## src/rtl/led_sft_drv.sv

```systemverilog
// -----------------------------------------------------------------------------
// led_sft_drv
// Serial output stage for the LED controller. Shifts an DW-bit LED image into
// an external 74HC595-style shift register, then pulses its storage latch.
// One update arriving mid-frame is buffered and becomes the next frame, so the
// upstream controller never has to wait.
//
// Parameters
//   DW        image width in bits (shift pulses per frame)
//   DIV       clk cycles per shift-clock phase and per latch pulse (1..255)
//   MSB_FIRST 1: din[DW-1] leaves first, 0: din[0] leaves first
//
// Ports
//   clk       in   system clock
//   rst_n     in   asynchronous active-low reset
//   vld       in   one-cycle update strobe, din sampled with it
//   din       in   LED image
//   busy      out  high while a frame is shifted or latched
//   done      out  one-cycle pulse after a frame has been latched
//   sft_shcp  out  shift clock (external part samples sft_ds on rising edge)
//   sft_stcp  out  storage latch pulse
//   sft_ds    out  serial data
// -----------------------------------------------------------------------------
module led_sft_drv #(
   parameter int DW        = 8,
   parameter int DIV       = 4,
   parameter int MSB_FIRST = 1
) (
   input  logic          clk,
   input  logic          rst_n,
   input  logic          vld,
   input  logic [DW-1:0] din,
   output logic          busy,
   output logic          done,
   output logic          sft_shcp,
   output logic          sft_stcp,
   output logic          sft_ds
);

   localparam int PW = $clog2(DIV + 1);
   localparam int BW = $clog2(DW + 1);
   localparam logic [PW-1:0] PH_LAST  = PW'(DIV - 1);
   localparam logic [BW-1:0] BIT_LAST = BW'(DW - 1);

   typedef enum logic [1:0] {
      IDLE  = 2'd0,
      SLOW  = 2'd1,
      SHIGH = 2'd2,
      LATCH = 2'd3
   } state_t;

   state_t          state_reg, state_next;
   logic [PW-1:0]   phase_reg, phase_next;
   logic [BW-1:0]   bit_reg, bit_next;
   logic [DW-1:0]   sreg_reg, sreg_next;
   logic [DW-1:0]   pend_buf_reg, pend_buf_next;
   logic            pend_reg, pend_next;

   logic            busy_reg, busy_next;
   logic            done_reg, done_next;
   logic            shcp_reg, shcp_next;
   logic            stcp_reg, stcp_next;
   logic            ds_reg, ds_next;

   logic            phase_end;
   logic [DW-1:0]   sreg_shifted;
   logic            next_bit;

   assign phase_end = (phase_reg == PH_LAST);

   // Direction of travel through the shift register: the bit on sft_ds is
   // always taken from the end that is shifted out next.
   always_comb begin
      if (MSB_FIRST != 0) begin
         sreg_shifted = sreg_reg << 1;
      end else begin
         sreg_shifted = sreg_reg >> 1;
      end
   end

   // ------------------------------------------------------------------------
   // State register
   // ------------------------------------------------------------------------
   always_ff @(posedge clk or negedge rst_n) begin
      if (!rst_n) begin
         state_reg    <= IDLE;
         phase_reg    <= '0;
         bit_reg      <= '0;
         sreg_reg     <= '0;
         pend_buf_reg <= '0;
         pend_reg     <= 1'b0;
         busy_reg     <= 1'b0;
         done_reg     <= 1'b0;
         shcp_reg     <= 1'b0;
         stcp_reg     <= 1'b0;
         ds_reg       <= 1'b0;
      end else begin
         state_reg    <= state_next;
         phase_reg    <= phase_next;
         bit_reg      <= bit_next;
         sreg_reg     <= sreg_next;
         pend_buf_reg <= pend_buf_next;
         pend_reg     <= pend_next;
         busy_reg     <= busy_next;
         done_reg     <= done_next;
         shcp_reg     <= shcp_next;
         stcp_reg     <= stcp_next;
         ds_reg       <= ds_next;
      end
   end

   // ------------------------------------------------------------------------
   // Next-state logic
   // ------------------------------------------------------------------------
   always_comb begin
      state_next    = state_reg;
      phase_next    = phase_reg;
      bit_next      = bit_reg;
      sreg_next     = sreg_reg;
      pend_buf_next = pend_buf_reg;
      pend_next     = pend_reg;
      done_next     = 1'b0;

      // Any strobe while a frame is in flight lands in the pending buffer;
      // the last one before the frame ends wins.
      if ((state_reg != IDLE) && vld) begin
         pend_buf_next = din;
         pend_next     = 1'b1;
      end

      case (state_reg)
         IDLE: begin
            if (vld) begin
               sreg_next  = din;
               phase_next = '0;
               bit_next   = '0;
               state_next = SLOW;
            end
         end

         SLOW: begin
            if (phase_end) begin
               phase_next = '0;
               state_next = SHIGH;
            end else begin
               phase_next = phase_reg + 1'b1;
            end
         end

         SHIGH: begin
            if (phase_end) begin
               phase_next = '0;
               sreg_next  = sreg_shifted;
               bit_next   = bit_reg + 1'b1;
               state_next = (bit_reg == BIT_LAST) ? LATCH : SLOW;
            end else begin
               phase_next = phase_reg + 1'b1;
            end
         end

         LATCH: begin
            if (phase_end) begin
               done_next  = 1'b1;
               phase_next = '0;
               bit_next   = '0;
               // A strobe in the exit cycle counts as pending and, being the
               // newest, takes precedence over an older buffered value.
               if (vld) begin
                  sreg_next  = din;
                  pend_next  = 1'b0;
                  state_next = SLOW;
               end else if (pend_reg) begin
                  sreg_next  = pend_buf_reg;
                  pend_next  = 1'b0;
                  state_next = SLOW;
               end else begin
                  state_next = IDLE;
               end
            end else begin
               phase_next = phase_reg + 1'b1;
            end
         end

         default: begin
            state_next = IDLE;
         end
      endcase
   end

   // ------------------------------------------------------------------------
   // Output decode. Decoded from the next state so that every pin is a flop
   // and lines up with the state it belongs to.
   // ------------------------------------------------------------------------
   always_comb begin
      next_bit  = (MSB_FIRST != 0) ? sreg_next[DW-1] : sreg_next[0];
      busy_next = (state_next != IDLE);
      shcp_next = (state_next == SHIGH);
      stcp_next = (state_next == LATCH);
      ds_next   = 1'b0;
      case (state_next)
         SLOW, SHIGH: ds_next = next_bit;
         LATCH:       ds_next = ds_reg;     // hold the last shifted bit
         default:     ds_next = 1'b0;
      endcase
   end

   assign busy     = busy_reg;
   assign done     = done_reg;
   assign sft_shcp = shcp_reg;
   assign sft_stcp = stcp_reg;
   assign sft_ds   = ds_reg;

endmodule

```

## config.mk

```make
export PLATFORM = sky130hd
export DESIGN_NAME = led_sft_drv
export DESIGN_NICKNAME = d
export VERILOG_FILES = /design/src/rtl/led_sft_drv.sv
export SDC_FILE = /design/constraint.sdc
export NUM_CORES = 1
export LEC_CHECK = 0
export ABC_CLOCK_PERIOD_IN_PS = 2300
export BUFFER_PORTS_ARGS = -buffer_cell sky130_fd_sc_hd__clkbuf_2
export CAP_MARGIN = 25
export CORE_MARGIN = 10
export CORE_UTILIZATION = 30
export DETAILED_ROUTE_END_ITERATION = 6
export PLACE_DENSITY = 0.56
export SLEW_MARGIN = 20
export SYNTH_ARGS = -nofsm -noshare
export SYNTH_HDL_FRONTEND = slang
export SYNTH_SLANG_ARGS = --single-unit
export TNS_END_PERCENT = 1
```

## constraint.sdc

```tcl
create_clock -name clk -period 2.3 [get_ports clk]
set_input_delay 0.23 -clock clk [delete_from_list [all_inputs] [get_ports clk]]
set_output_delay 0.23 -clock clk [all_outputs]
set_load 0.01 [all_outputs]
```

==> metrics.md <==
| Metric | Value |
|---|---|
| Status | `complete, but fails checks` |
| Failing checks | `negative hold slack` |
| Critical Path AT | `2.30 ns` |
| Critical path cell sequence | `ha_2 > nand2b_4 > a211o_1 > and2_1 > ha_1 > a311oi_1 > o2111ai_1 > o311ai_1` |
| DPL Wire Length | `2246 um` |
| Post-synthesis async set-or-reset flop share | `100.0%` |
| Total routed wirelength | `3032 um` |
| Max Clock Skew | `0.007590 ns` |
| WL/cell | `13.60 um` |
| Max Cap Viol | `0` |
| Synth Flop Type | `dfrtp_1` |
| Setup TNS | `0 ns` |
| Sw Share | `23.55%` |
| R2R Setup Slk | `0.18 ns` |
| Vias in the first global route | `1,128` |
| EDFF count, synth | `0` |
| Layout area overhead | `16.49%` |
| Initial Util | `31.40%` |
| Adder-Cell Fraction of Synth Area | `4.996%` |
| Synth Net Count | `151` |
| Cell variety after synth | `42` |
| Multi-input gate area | `681.9 um2` |
| Die Span X | `90.78 um` |
| Simple-gate portion of the synthesized area | `13.99%` |
| Mapped Avg Cell Area | `11.21 um2` |
| CTS tree | `yes` |
| Clk sink count | `31` |
| H-tree lvl count | `2` |
| # fillers | `479` |
| Worst-path clk slew | `0.07 ns` |
| Hold violation count in the final report | `3` |
| Pwr/cell area | `591.1 nW/um2` |
| CTS Hold Bufs | `0` |
| Num ports | `16` |
| Post-Synth XOR/XNOR Area | `0%` |
| Endpoint type of the worst setup path | `flip-flop` |
| Global-route wire length before repair | `5244 um` |
| Total global routing overflow | `0` |
| Final Setup Violations | `0` |
| Data required, critical path | `2.48 ns` |
| Die area | `8240 um2` |
| Slowest Stage Delay on Critical Path | `0.37 ns` |
| Largest net degree at the start of global routing | `32` |
| Max-slew headroom | `50.37%` |
| Total power draw | `1.035 mW` |
| Vias | `1,072` |
| CP max-delay cell | `dfrtp_1` |
| Worst r2r src | `phase_reg[0]$_DFFE_PN0N_` |
| RR Endpoint | `sft_ds$_DFFE_PN0P_` |
| Period utilisation layout | `92.18%` |
| Root Buffer | `clkbuf_8` |
| Share of cells above drive strength 1 | `23.72%` |
| Net Switching | `0.2436 mW` |
| Worst Hold Class | `input port to async pin` |
| Compound-gate portion of the synthesized area | `17.49%` |
| # rows | `25` |
| CP Class | `flip-flop to flip-flop` |
| Unrepaired setup endpoints after global routing | `false` |
| Clock share of power | `39.6%` |
| Worst Path Max Fanout | `7` |
| Main combinational cell family by area after synthesis | `compound AO/OA/AOI/OAI gates` |
| Routability Congestion | `0.7852` |
| Post-synthesis sequential area ratio | `51.62%` |
| # diodes | `0` |
| Reg2reg path depth | `8` |
| Die height | `90.78 um` |
| Synth Cell Area | `1503 um2` |
| CP Launch Type | `flip-flop` |
| Gate Count Post-Synth | `134` |
| # DRC | `0` |
| Initial DRC Count | `43` |
| Global-route usage over all layers | `7.704%` |
| Buffers on Ports | `15` |
| Min Tclk post-route | `2.120 ns` |
| Reg power frac | `54.7%` |
| Vias per cell | `4.807` |
| Logic pwr share | `5.7%` |
| Pre-Repair DR Iteration Count | `4` |
| Yosys warnings | `0` |
| Multiplexer share of the synthesized area | `8.743%` |
| FMAX | `471.7 MHz` |
| Fin. max-slew vios | `0` |
| Clock buffer depth | `2` |
| Final net count | `172` |
| CTS Buf Count | `5` |
| Leakage | `0.8005 nW` |
| Initial antenna violation count | `0` |
| Synthesis-stage register bit count | `31` |
| Cell Int Power | `0.7910 mW` |
| Least-Margin Pin Slew | `0.7445 ns` |
| Register area | `777.0 um2` |
| Final hold slack | `-0.003383 ns` |
| Final ANT Viol Nets | `0` |
| VDD IR-drop max | `0.4164 mV` |
| Core area | `4786 um2` |
| Clk Latency, worst-skew pair | `0.28 ns` |
-- worst max-delay path, delay by kind of cell (launching register included) --
kind            cells  cell delay [ns]
simple gates        2             0.27
compound gates      4             0.81
fa+ha+maj           2             0.57
flops               1             0.37
-- repair_timing --
item / in CTS / in global routing
buffers inserted: 0 / 0
gates resized for setup: 0 / 3
endpoints found under the setup margin: 0 / 1
-- power by group through the flow --
stage	clock network [mW]	logic (mW)	registers, mW
finish	0.410	0.0591	0.566
global route	0.453	0.0681	0.567
CTS	0.420	0.0605	0.565
detailed placement	0	0.0603	0.576
global placement	0	0.0586	0.575
floorplan	0	0.0333	0.574
-- metal layers --
layer | vias up | GRT usage (%) | wire length (um) | part of all wire, %
met5 | - | 0 | 0 | 0
met4 | 0 | 3.525 | 48 | 1.6
met3 | 6 | 2.577 | 91 | 3.0
met2 | 18 | 11.78 | 1351 | 45
met1 | 510 | 9.540 | 1541 | 51
li1 | 538 | - | - | -
-- worst max path at each step --
stage                             start  cells past startpoint                 end  slack [ns]
2_1_floorplan  phase_reg[0]$_DFFE_PN0N_                      9  sft_ds$_DFFE_PN0P_        0.26
3_3_place_gp   phase_reg[0]$_DFFE_PN0N_                      8  sft_ds$_DFFE_PN0P_        0.25
3_5_place_dp   phase_reg[0]$_DFFE_PN0N_                      8  sft_ds$_DFFE_PN0P_        0.20
4_1_cts        phase_reg[0]$_DFFE_PN0N_                      8  sft_ds$_DFFE_PN0P_        0.16
5_1_grt        phase_reg[0]$_DFFE_PN0N_                      8  sft_ds$_DFFE_PN0P_        0.03
6_report       phase_reg[0]$_DFFE_PN0N_                      8  sft_ds$_DFFE_PN0P_        0.18
-- per-stage QoR --
step                      util (%)  area (um2)  setup WS (ns)  hold WS [ns]  instances
after floorplan                  -        1503         0.2583      -0.06559        134
after global placement       34.75        1663         0.2530        0.3310        215
after detailed placement     34.75        1663         0.1951        0.3359        215
after CTS                    36.50        1747         0.1627       0.02436        223
after global routing         36.58        1750        0.02706       0.04459        223
final                        36.58        1750         0.1798     -0.003383        223
-- cell usage after synthesis (all sizes together), types with 3 or more instances --
| library cell | instances | area share (%) |
|---|---|---|
| buf | 4 | 1.9 |
| nor2 | 11 | 2.9 |
| dfrtp | 31 | 52 |
| a21oi | 5 | 1.9 |
| a221o | 6 | 4.0 |
| inv | 3 | 0.75 |
| a22oi | 7 | 3.5 |
| nor3 | 3 | 1.0 |
| mux2 | 9 | 6.7 |
| nand3 | 3 | 1.0 |
| o21ai | 6 | 2.0 |
| nand2 | 12 | 3.2 |
| mux2i | 3 | 2.0 |
| ha | 6 | 5.0 |
-- cell families (layout without fill, tap and decap cells) --
family	count (synthesis)	after routing
buf+inv	9	31
compound gates	35	35
simple gates	41	41
mux	12	12
flops	31	31
fa+ha+maj	6	6
-- cell type report --
class                      count  share of cell area [%]
multi-input combinational     94                   38.96
clock inverter                 3                  0.8578
timing repair buffer          20                   6.433
sequential                    31                   44.39
tap                           67                   4.789
inverter                       3                  0.6433
clock buffer                   5                   3.931
-- cells in the final DEF, fill, tap and decap left out, types with 3 or more instances in the layout --
master / netlist / final
mux2_1: 8 / 8
mux2i_1: 3 / 3
nor3_1: 3 / 3
nor2_1: 10 / 10
dfrtp_1: 31 / 30
clkbuf_2: 0 / 15
clkinv_2: 0 / 3
a221o_1: 6 / 6
ha_1: 6 / 5
a22oi_1: 7 / 7
buf_4: 1 / 5
a21oi_1: 4 / 4
o21ai_0: 5 / 4
nand3_1: 3 / 3
nand2_1: 11 / 11
clkbuf_8: 0 / 5
No activity file was read; power rests on OpenSTA's default activity.
